### src/rtl/ysyx_23060332_trap_ctrl_pkg.sv
// Shared types and constants for the trap controller: CSR addresses, mstatus bit
// positions, FSM state encoding and the CSR value transforms used by the sequencer.
package ysyx_23060332_trap_ctrl_pkg;

  localparam int XLEN    = 32;
  localparam int CAUSE_W = 8;

  localparam logic [11:0] CSR_MSTATUS = 12'h300;
  localparam logic [11:0] CSR_MEPC    = 12'h341;
  localparam logic [11:0] CSR_MCAUSE  = 12'h342;

  localparam int MSTATUS_MIE    = 3;
  localparam int MSTATUS_MPIE   = 7;
  localparam int MSTATUS_MPP_LO = 11;
  localparam int MSTATUS_MPP_HI = 12;

  // Clears the two low bits of a PC-class value.
  localparam logic [XLEN-1:0] ALIGN_MASK = {{(XLEN-2){1'b1}}, 2'b00};

  typedef enum logic [2:0] {
    S_IDLE     = 3'd0,
    S_T_EPC    = 3'd1,
    S_T_CAUSE  = 3'd2,
    S_T_STATUS = 3'd3,
    S_M_STATUS = 3'd4,
    S_REDIR    = 3'd5
  } state_e;

  function automatic logic [XLEN-1:0] mcause_word(input logic [CAUSE_W-1:0] c);
    return {c[CAUSE_W-1], {(XLEN-CAUSE_W){1'b0}}, c[CAUSE_W-2:0]};
  endfunction

  function automatic logic [XLEN-1:0] trap_mstatus(input logic [XLEN-1:0] s);
    logic [XLEN-1:0] r;
    r = s;
    r[MSTATUS_MPIE] = s[MSTATUS_MIE];
    r[MSTATUS_MIE]  = 1'b0;
    r[MSTATUS_MPP_HI:MSTATUS_MPP_LO] = 2'b11;
    return r;
  endfunction

  function automatic logic [XLEN-1:0] mret_mstatus(input logic [XLEN-1:0] s);
    logic [XLEN-1:0] r;
    r = s;
    r[MSTATUS_MIE]  = s[MSTATUS_MPIE];
    r[MSTATUS_MPIE] = 1'b1;
    r[MSTATUS_MPP_HI:MSTATUS_MPP_LO] = 2'b11;
    return r;
  endfunction

endpackage

### src/rtl/ysyx_23060332_trap_ctrl_if.sv
// Bundle of trap/mret handshakes, EXU CSR write request, CSR file view and redirect.
// slave = trap controller side, master = surrounding core side.
interface ysyx_23060332_trap_ctrl_if;
  import ysyx_23060332_trap_ctrl_pkg::*;

  logic               trap_req;
  logic [CAUSE_W-1:0] trap_cause;
  logic [XLEN-1:0]    trap_pc;
  logic               mret_req;
  logic               trap_ack;
  logic               mret_ack;
  logic               exu_csr_wen;
  logic [11:0]        exu_csr_waddr;
  logic [XLEN-1:0]    exu_csr_wdata;
  logic               exu_stall;
  logic [XLEN-1:0]    mstatus_i;
  logic [XLEN-1:0]    mtvec_i;
  logic [XLEN-1:0]    mepc_i;
  logic               csr_wen;
  logic [11:0]        csr_waddr;
  logic [XLEN-1:0]    csr_wdata;
  logic               redirect_valid;
  logic [XLEN-1:0]    redirect_pc;
  logic               busy;

  modport slave (
    input  trap_req, trap_cause, trap_pc, mret_req,
           exu_csr_wen, exu_csr_waddr, exu_csr_wdata,
           mstatus_i, mtvec_i, mepc_i,
    output trap_ack, mret_ack, exu_stall, csr_wen, csr_waddr, csr_wdata,
           redirect_valid, redirect_pc, busy
  );

  modport master (
    output trap_req, trap_cause, trap_pc, mret_req,
           exu_csr_wen, exu_csr_waddr, exu_csr_wdata,
           mstatus_i, mtvec_i, mepc_i,
    input  trap_ack, mret_ack, exu_stall, csr_wen, csr_waddr, csr_wdata,
           redirect_valid, redirect_pc, busy
  );

endinterface

### src/rtl/ysyx_23060332_trap_ctrl_target.sv
// Redirect target: mepc for mret, mtvec base (or vectored slot) for traps.
// Vectored interrupt slots are enabled by defining YSYX_23060332_TRAP_VECTORED_EN.
module ysyx_23060332_trap_target
  import ysyx_23060332_trap_ctrl_pkg::*;
(
  input  logic [XLEN-1:0]    mtvec,
  input  logic [XLEN-1:0]    mepc,
  input  logic [CAUSE_W-1:0] cause,
  input  logic               is_mret,
  output logic [XLEN-1:0]    target
);

  logic [XLEN-1:0] base;
  logic [XLEN-1:0] trap_target;

  assign base = mtvec & ALIGN_MASK;

`ifdef YSYX_23060332_TRAP_VECTORED_EN
  logic vectored;
  assign vectored    = (mtvec[1:0] == 2'b01) && cause[CAUSE_W-1];
  assign trap_target = vectored
                     ? base + {{(XLEN-CAUSE_W-1){1'b0}}, cause[CAUSE_W-2:0], 2'b00}
                     : base;
`else
  // Direct mode only: cause does not influence the target.
  logic unused_cause;
  assign unused_cause = ^cause;
  assign trap_target  = base;
`endif

  assign target = is_mret ? (mepc & ALIGN_MASK) : trap_target;

endmodule

### src/rtl/ysyx_23060332_trap_ctrl.sv
// Trap entry / mret sequencer owning the single CSR write port, arbitrated against EXU.
// Optional vectored trap targets: define YSYX_23060332_TRAP_VECTORED_EN.
module ysyx_23060332_trap_ctrl
  import ysyx_23060332_trap_ctrl_pkg::*;
(
  input  logic                     clk,
  input  logic                     rst,
  ysyx_23060332_trap_ctrl_if.slave bus
);

  state_e             state, state_nxt;
  logic [XLEN-1:0]    pc_q;
  logic [CAUSE_W-1:0] cause_q;
  logic               is_mret_q;
  logic               trap_ack, mret_ack;
  logic [XLEN-1:0]    target;

  ysyx_23060332_trap_target u_target (
    .mtvec   (bus.mtvec_i),
    .mepc    (bus.mepc_i),
    .cause   (cause_q),
    .is_mret (is_mret_q),
    .target  (target)
  );

  // NOTE: sequential state uses non-blocking assignments so every flop samples pre-edge values.
  always_ff @(posedge clk) begin
    if (rst) begin
      state     <= S_IDLE;
      pc_q      <= '0;
      cause_q   <= '0;
      is_mret_q <= 1'b0;
    end else begin
      state <= state_nxt;
      if (trap_ack) begin
        pc_q      <= bus.trap_pc;
        cause_q   <= bus.trap_cause;
        is_mret_q <= 1'b0;
      end else if (mret_ack) begin
        is_mret_q <= 1'b1;
      end
    end
  end

  // NOTE: every output gets a default first so no path through the case infers a latch.
  always_comb begin
    state_nxt          = state;
    trap_ack           = 1'b0;
    mret_ack           = 1'b0;
    bus.exu_stall      = 1'b0;
    bus.csr_wen        = 1'b0;
    bus.csr_waddr      = '0;
    bus.csr_wdata      = '0;
    bus.redirect_valid = 1'b0;
    bus.redirect_pc    = '0;

    // Reset masks the port so a write in flight never lands.
    if (!rst) begin
      bus.exu_stall = bus.exu_csr_wen &&
                      (state != S_IDLE || bus.trap_req || bus.mret_req);
      unique case (state)
        S_IDLE: begin
          if (bus.trap_req) begin
            trap_ack  = 1'b1;
            state_nxt = S_T_EPC;
          end else if (bus.mret_req) begin
            mret_ack  = 1'b1;
            state_nxt = S_M_STATUS;
          end else begin
            bus.csr_wen   = bus.exu_csr_wen;
            bus.csr_waddr = bus.exu_csr_waddr;
            bus.csr_wdata = bus.exu_csr_wdata;
          end
        end
        S_T_EPC: begin
          bus.csr_wen   = 1'b1;
          bus.csr_waddr = CSR_MEPC;
          bus.csr_wdata = pc_q & ALIGN_MASK;
          state_nxt     = S_T_CAUSE;
        end
        S_T_CAUSE: begin
          bus.csr_wen   = 1'b1;
          bus.csr_waddr = CSR_MCAUSE;
          bus.csr_wdata = mcause_word(cause_q);
          state_nxt     = S_T_STATUS;
        end
        S_T_STATUS: begin
          bus.csr_wen   = 1'b1;
          bus.csr_waddr = CSR_MSTATUS;
          bus.csr_wdata = trap_mstatus(bus.mstatus_i);
          state_nxt     = S_REDIR;
        end
        S_M_STATUS: begin
          bus.csr_wen   = 1'b1;
          bus.csr_waddr = CSR_MSTATUS;
          bus.csr_wdata = mret_mstatus(bus.mstatus_i);
          state_nxt     = S_REDIR;
        end
        S_REDIR: begin
          bus.redirect_valid = 1'b1;
          bus.redirect_pc    = target;
          state_nxt          = S_IDLE;
        end
        default: state_nxt = S_IDLE;
      endcase
    end
  end

  assign bus.trap_ack = trap_ack;
  assign bus.mret_ack = mret_ack;
  assign bus.busy     = !rst && (state != S_IDLE);

endmodule

### src/flat_wrapper.sv
// flat-port wrapper written by rule: the top's interface ports become plain ports
module ysyx_23060332_trap_ctrl_flat import ysyx_23060332_trap_ctrl_pkg::*;
  (clk, rst, bus_trap_req, bus_trap_cause, bus_trap_pc, bus_mret_req, bus_exu_csr_wen, bus_exu_csr_waddr, bus_exu_csr_wdata, bus_mstatus_i, bus_mtvec_i, bus_mepc_i, bus_trap_ack, bus_mret_ack, bus_exu_stall, bus_csr_wen, bus_csr_waddr, bus_csr_wdata, bus_redirect_valid, bus_redirect_pc, bus_busy);
  ysyx_23060332_trap_ctrl_if bus_i ();
  input  logic clk;
  input  logic rst;
  input wire logic [$bits(bus_i.trap_req)-1:0] bus_trap_req;
  input wire logic [$bits(bus_i.trap_cause)-1:0] bus_trap_cause;
  input wire logic [$bits(bus_i.trap_pc)-1:0] bus_trap_pc;
  input wire logic [$bits(bus_i.mret_req)-1:0] bus_mret_req;
  input wire logic [$bits(bus_i.exu_csr_wen)-1:0] bus_exu_csr_wen;
  input wire logic [$bits(bus_i.exu_csr_waddr)-1:0] bus_exu_csr_waddr;
  input wire logic [$bits(bus_i.exu_csr_wdata)-1:0] bus_exu_csr_wdata;
  input wire logic [$bits(bus_i.mstatus_i)-1:0] bus_mstatus_i;
  input wire logic [$bits(bus_i.mtvec_i)-1:0] bus_mtvec_i;
  input wire logic [$bits(bus_i.mepc_i)-1:0] bus_mepc_i;
  output wire logic [$bits(bus_i.trap_ack)-1:0] bus_trap_ack;
  output wire logic [$bits(bus_i.mret_ack)-1:0] bus_mret_ack;
  output wire logic [$bits(bus_i.exu_stall)-1:0] bus_exu_stall;
  output wire logic [$bits(bus_i.csr_wen)-1:0] bus_csr_wen;
  output wire logic [$bits(bus_i.csr_waddr)-1:0] bus_csr_waddr;
  output wire logic [$bits(bus_i.csr_wdata)-1:0] bus_csr_wdata;
  output wire logic [$bits(bus_i.redirect_valid)-1:0] bus_redirect_valid;
  output wire logic [$bits(bus_i.redirect_pc)-1:0] bus_redirect_pc;
  output wire logic [$bits(bus_i.busy)-1:0] bus_busy;
  assign bus_i.trap_req = bus_trap_req;
  assign bus_i.trap_cause = bus_trap_cause;
  assign bus_i.trap_pc = bus_trap_pc;
  assign bus_i.mret_req = bus_mret_req;
  assign bus_i.exu_csr_wen = bus_exu_csr_wen;
  assign bus_i.exu_csr_waddr = bus_exu_csr_waddr;
  assign bus_i.exu_csr_wdata = bus_exu_csr_wdata;
  assign bus_i.mstatus_i = bus_mstatus_i;
  assign bus_i.mtvec_i = bus_mtvec_i;
  assign bus_i.mepc_i = bus_mepc_i;
  assign bus_trap_ack = bus_i.trap_ack;
  assign bus_mret_ack = bus_i.mret_ack;
  assign bus_exu_stall = bus_i.exu_stall;
  assign bus_csr_wen = bus_i.csr_wen;
  assign bus_csr_waddr = bus_i.csr_waddr;
  assign bus_csr_wdata = bus_i.csr_wdata;
  assign bus_redirect_valid = bus_i.redirect_valid;
  assign bus_redirect_pc = bus_i.redirect_pc;
  assign bus_busy = bus_i.busy;
  ysyx_23060332_trap_ctrl u_core (.clk(clk), .rst(rst), .bus(bus_i));
endmodule
### config.mk
export PLATFORM = sky130hd
export DESIGN_NAME = ysyx_23060332_trap_ctrl_flat
export DESIGN_NICKNAME = d
export VERILOG_FILES = /design/src/rtl/ysyx_23060332_trap_ctrl_pkg.sv /design/src/rtl/ysyx_23060332_trap_ctrl_if.sv /design/src/rtl/ysyx_23060332_trap_ctrl_target.sv /design/src/rtl/ysyx_23060332_trap_ctrl.sv /design/src/flat_wrapper.sv
export SDC_FILE = /design/constraint.sdc
export NUM_CORES = 1
export LEC_CHECK = 0
export CORE_AREA = 3 3 103 105
export CTS_BUF_LIST = sky130_fd_sc_hd__clkbuf_4
export DETAILED_ROUTE_END_ITERATION = 8
export DIE_AREA = 0 0 106 108
export PLACE_DENSITY = 0.88
export SETUP_SLACK_MARGIN = 0.02
export SLEW_MARGIN = 40
export SYNTH_ARGS = -nofsm -noshare
export SYNTH_HDL_FRONTEND = slang
export SYNTH_SLANG_ARGS = --single-unit
### constraint.sdc
create_clock -name clk -period 2.8 [get_ports clk]
set_input_delay 0.28 -clock clk [delete_from_list [all_inputs] [get_ports clk]]
set_output_delay 0.28 -clock clk [all_outputs]
set_load 0.02 [all_outputs]
==> impl_metrics.csv <==
group,metric,value,unit
die,die_h,108,um
clock_tree,path_clk_slew,0.14,ns
sta,rsz0062_at_grt,"true",
placement,post_dp_cell_area,5780,um2
min_path,min_path_type,"reg2reg",
outcome,status,"finished, final reports clean",
yosys,ys_top_cells_by_area,"dfxtp_1 28%, a22o_1 11%, mux2_2 10%, mux2i_1 10%, a21oi_1 7.0%",
grt,antenna_found_initial,0,
die,core,9730,um2
route,ant_nets,0,
critical_path,crit_path_end_kind,"output pin",
final_layout,antenna_cells,0,
sta,max_slew_margin,66.2,%
power,p_leak,0.00212,uW
clock_tree,clock_sinks,42,
critical_path,reg2reg_depth,5,
yosys,synth-seq-cells,42,
critical_path,worst_path_largest_cell_delay,0.57,ns
grt,grt_pass1_vias,4053,
placement,gp_congestion,0.821,
final_layout,final_nets,794,
clock_tree,root_buffer,"clkbuf_4",
yosys,synth-seq-area-share,27.8,%
critical_path,crit_slowest_cell,"clkdlybuf4s50_1",
clock_tree,cts_buffer_depth,2,
yosys,yosysWarnings,0,
grt,grt_max_degree,39,
die,start_util,31.1,%
die,dieArea,11400,um2
clock_tree,cts_tree,"built",
critical_path,arrival,2.40,ns
sta,fin_setup_tns,0,ns
sta,hold_viol_final,0,
critical_path,cp_max_fo,21,
sta,slew_viol_final,0,
grt,grt_pass1_wl,21200,um
critical_path,cp-endpoint,"bus_csr_wdata[30]",
critical_path,crit_chain,"buf_12, mux2_2, a22oi_1, a21oi_1, clkdlybuf4s50_1",
route,via_count,3935,
die,num_rows,36,
yosys,avgSynthCellArea,8.26,um2
placement,dp_hpwl,11100,um
critical_path,crit_type,"reg2out",
route,viasPerCell,5.30,
critical_path,worstReg2RegEnd,"u_core.pc_q[25]$_SDFFE_PP0P_",
critical_path,rrSetupSlack,0.97,ns
clock_tree,postCtsSetupRepairBufs,0,
yosys,netlist_area,3020,um2
route,dr.pass1.iters,5,
final_layout,fillers,842,
route,routed_wl,14200,um
yosys,synthDistinctLibCells,29,
sta,hold_ws,0.487,ns
critical_path,critPathLaunchType,"register",
final_layout,drive_above_1_share,11.1,%
yosys,synth.top_cell.area_share,27.8,%
clock_tree,clock_latency,0.35,ns
route,drtIter0Drc,256,
sta,fin_crit,2.68,ns
sta,worst_slew_pin_slew,0.505,ns
sta,setup_violations,0,
final_layout,area_growth,93.7,%
route,wl_per_cell,19.1,um
critical_path,r2r_start,"u_core.state[1]$_SDFFE_PP0P_",
power,peakVddDrop,0.216,mV
final_layout,fin_util,60.2,%
grt,track_usage,23.2,%
sta,skew,0.0173,ns
critical_path,cp-startpoint,"u_core.state[1]$_SDFFE_PP0P_",
final_layout,final_cell_area,5860,um2
critical_path,required,2.52,ns
sta,timing.final.crit_share,95.8,%
yosys,synth_largest_area_cell,"dfxtp_1",
grt,overflow,0,
power,powerDensity,374,nW/um2
route,drc,0,
clock_tree,cts_htree_levels,2,
clock_tree,cts_buffers,5,
yosys,synthCells,366,
placement,portBuffers,256,
sta,fmax,0.373,GHz
die,io_pins,267,
die,die_w,106,um
run,drv_cap,0,
## critical path: cells and delay by family (launching register included)
kind | cells | cell delay, ns
buf+inv | 2 | 0.76
flops | 1 | 0.56
compound gates | 2 | 0.37
mux | 1 | 0.34
## power by group
part / switching [uW] / internal (uW) / leakage, uW
Combinational: 526 / 622 / 0.00174
Clock: 209 / 109 / 0.0000356
Sequential: 62.3 / 665 / 0.000347
## routing by layer
metal  track usage, %  vias up  wire length (um)  part of all wire [%]
li1                 -     1859                 -                     -
met1             28.4     1850              5580                    39
met2             40.6      202              7160                    50
met3             5.07       24              1130                   7.9
met4             7.68        0               316                   2.2
met5                0        -                 0                     0
## repair_timing
action,4_1_cts,5_1_grt
cloned,0,0
endpoints found under the setup margin,25,21
hold buffers,0,0
gates resized for setup,2,5
## synthesized netlist by cell type
master and n:
buf_2 14, and2_1 7, buf_1 4, and3b_1 4, nor2b_1 6, a22o_1 38, buf_4 5, nand3b_1 1
nor4_1 1, a211o_1 1, nor3b_1 1, mux2i_1 31, nor2_1 36, mux2_2 28, a31oi_1 2, nand2b_1 3
or2_2 1, conb_1 1, o21ai_0 5, nor3_4 1, clkbuf_1 20, nand2_1 3, a22oi_1 23, a21oi_1 42
nand3_1 30, inv_1 3, dfxtp_1 42, a32oi_1 11, nor3_1 2
## state kept, by name (all words and copies together), names as in the netlist
signal            cells
u_core.pc_q          30
u_core.is_mret_q      1
u_core.state          3
u_core.cause_q        8
## worst min path at each step
stage                                               from                             end  slack, ns  cells after the start
after global routing                     bus_trap_pc[12]    u_core.pc_q[12]$_SDFFE_PP0P_       0.50                      2
final                       u_core.pc_q[30]$_SDFFE_PP0P_    u_core.pc_q[30]$_SDFFE_PP0P_       0.49                      1
after detailed placement  u_core.cause_q[3]$_SDFFE_PP0P_  u_core.cause_q[3]$_SDFFE_PP0P_       0.46                      1
after CTS                   u_core.pc_q[23]$_SDFFE_PP0P_    u_core.pc_q[23]$_SDFFE_PP0P_       0.49                      1
after global placement       u_core.pc_q[7]$_SDFFE_PP0P_     u_core.pc_q[7]$_SDFFE_PP0P_       0.45                      1
after floorplan                        bus_trap_cause[0]  u_core.cause_q[0]$_SDFFE_PP0P_       0.41                      1
## logic make-up (layout without fill, tap and decap cells)
family	count (synthesis)	in the layout	share of synthesized area (%)
flip-flops	42	42	27.8
other	1	2	0.124
AND/OR/NAND/NOR	96	96	16.1
multiplexers	59	59	20.7
buffers and inverters	46	289	6.91
AO/OA/AOI/OAI	122	122	28.4
## layout by cell type, fill, tap and decap left out, types with 2 or more instances in the layout
master and instances:
nand3_1 30, nand2_1 3, buf_4 19, inv_1 3
conb_1 2, dfxtp_4 2, nor2_1 35, and2_1 7
nand2b_1 3, buf_12 2, a21oi_1 41, mux2i_1 31
nor3_1 2, a22oi_1 23, a31oi_1 2, a32oi_1 11
nor2b_1 5, o21ai_0 5, mux2_2 28, a22o_1 38
dfxtp_2 2, clkdlybuf4s50_1 255, and3b_1 4, clkbuf_4 6
dfxtp_1 38
## final cells by class
cell class | count | area [um2] | share of cell area [%]
flip-flops and latches | 42 | 851 | 14.5
repair buffers | 278 | 2760 | 47.1
inverters | 3 | 11.3 | 0.192
clock buffers | 6 | 45.0 | 0.769
multi-input cells | 279 | 2010 | 34.3
clock inverters | 2 | 13.8 | 0.235
well taps | 133 | 166 | 2.84
## through the flow
stage | total power [uW] | cells | setup WS [ns]
6_report | 2190 | 743 | 0.116
5_1_grt | 2310 | 743 | 0.0171
4_1_cts | 2200 | 743 | 0.0546
3_5_place_dp | 1870 | 735 | 0.179
3_3_place_gp | 1840 | 735 | 0.250
2_1_floorplan | 1300 | 367 | 1.05
(Power assumes the default switching activity.)
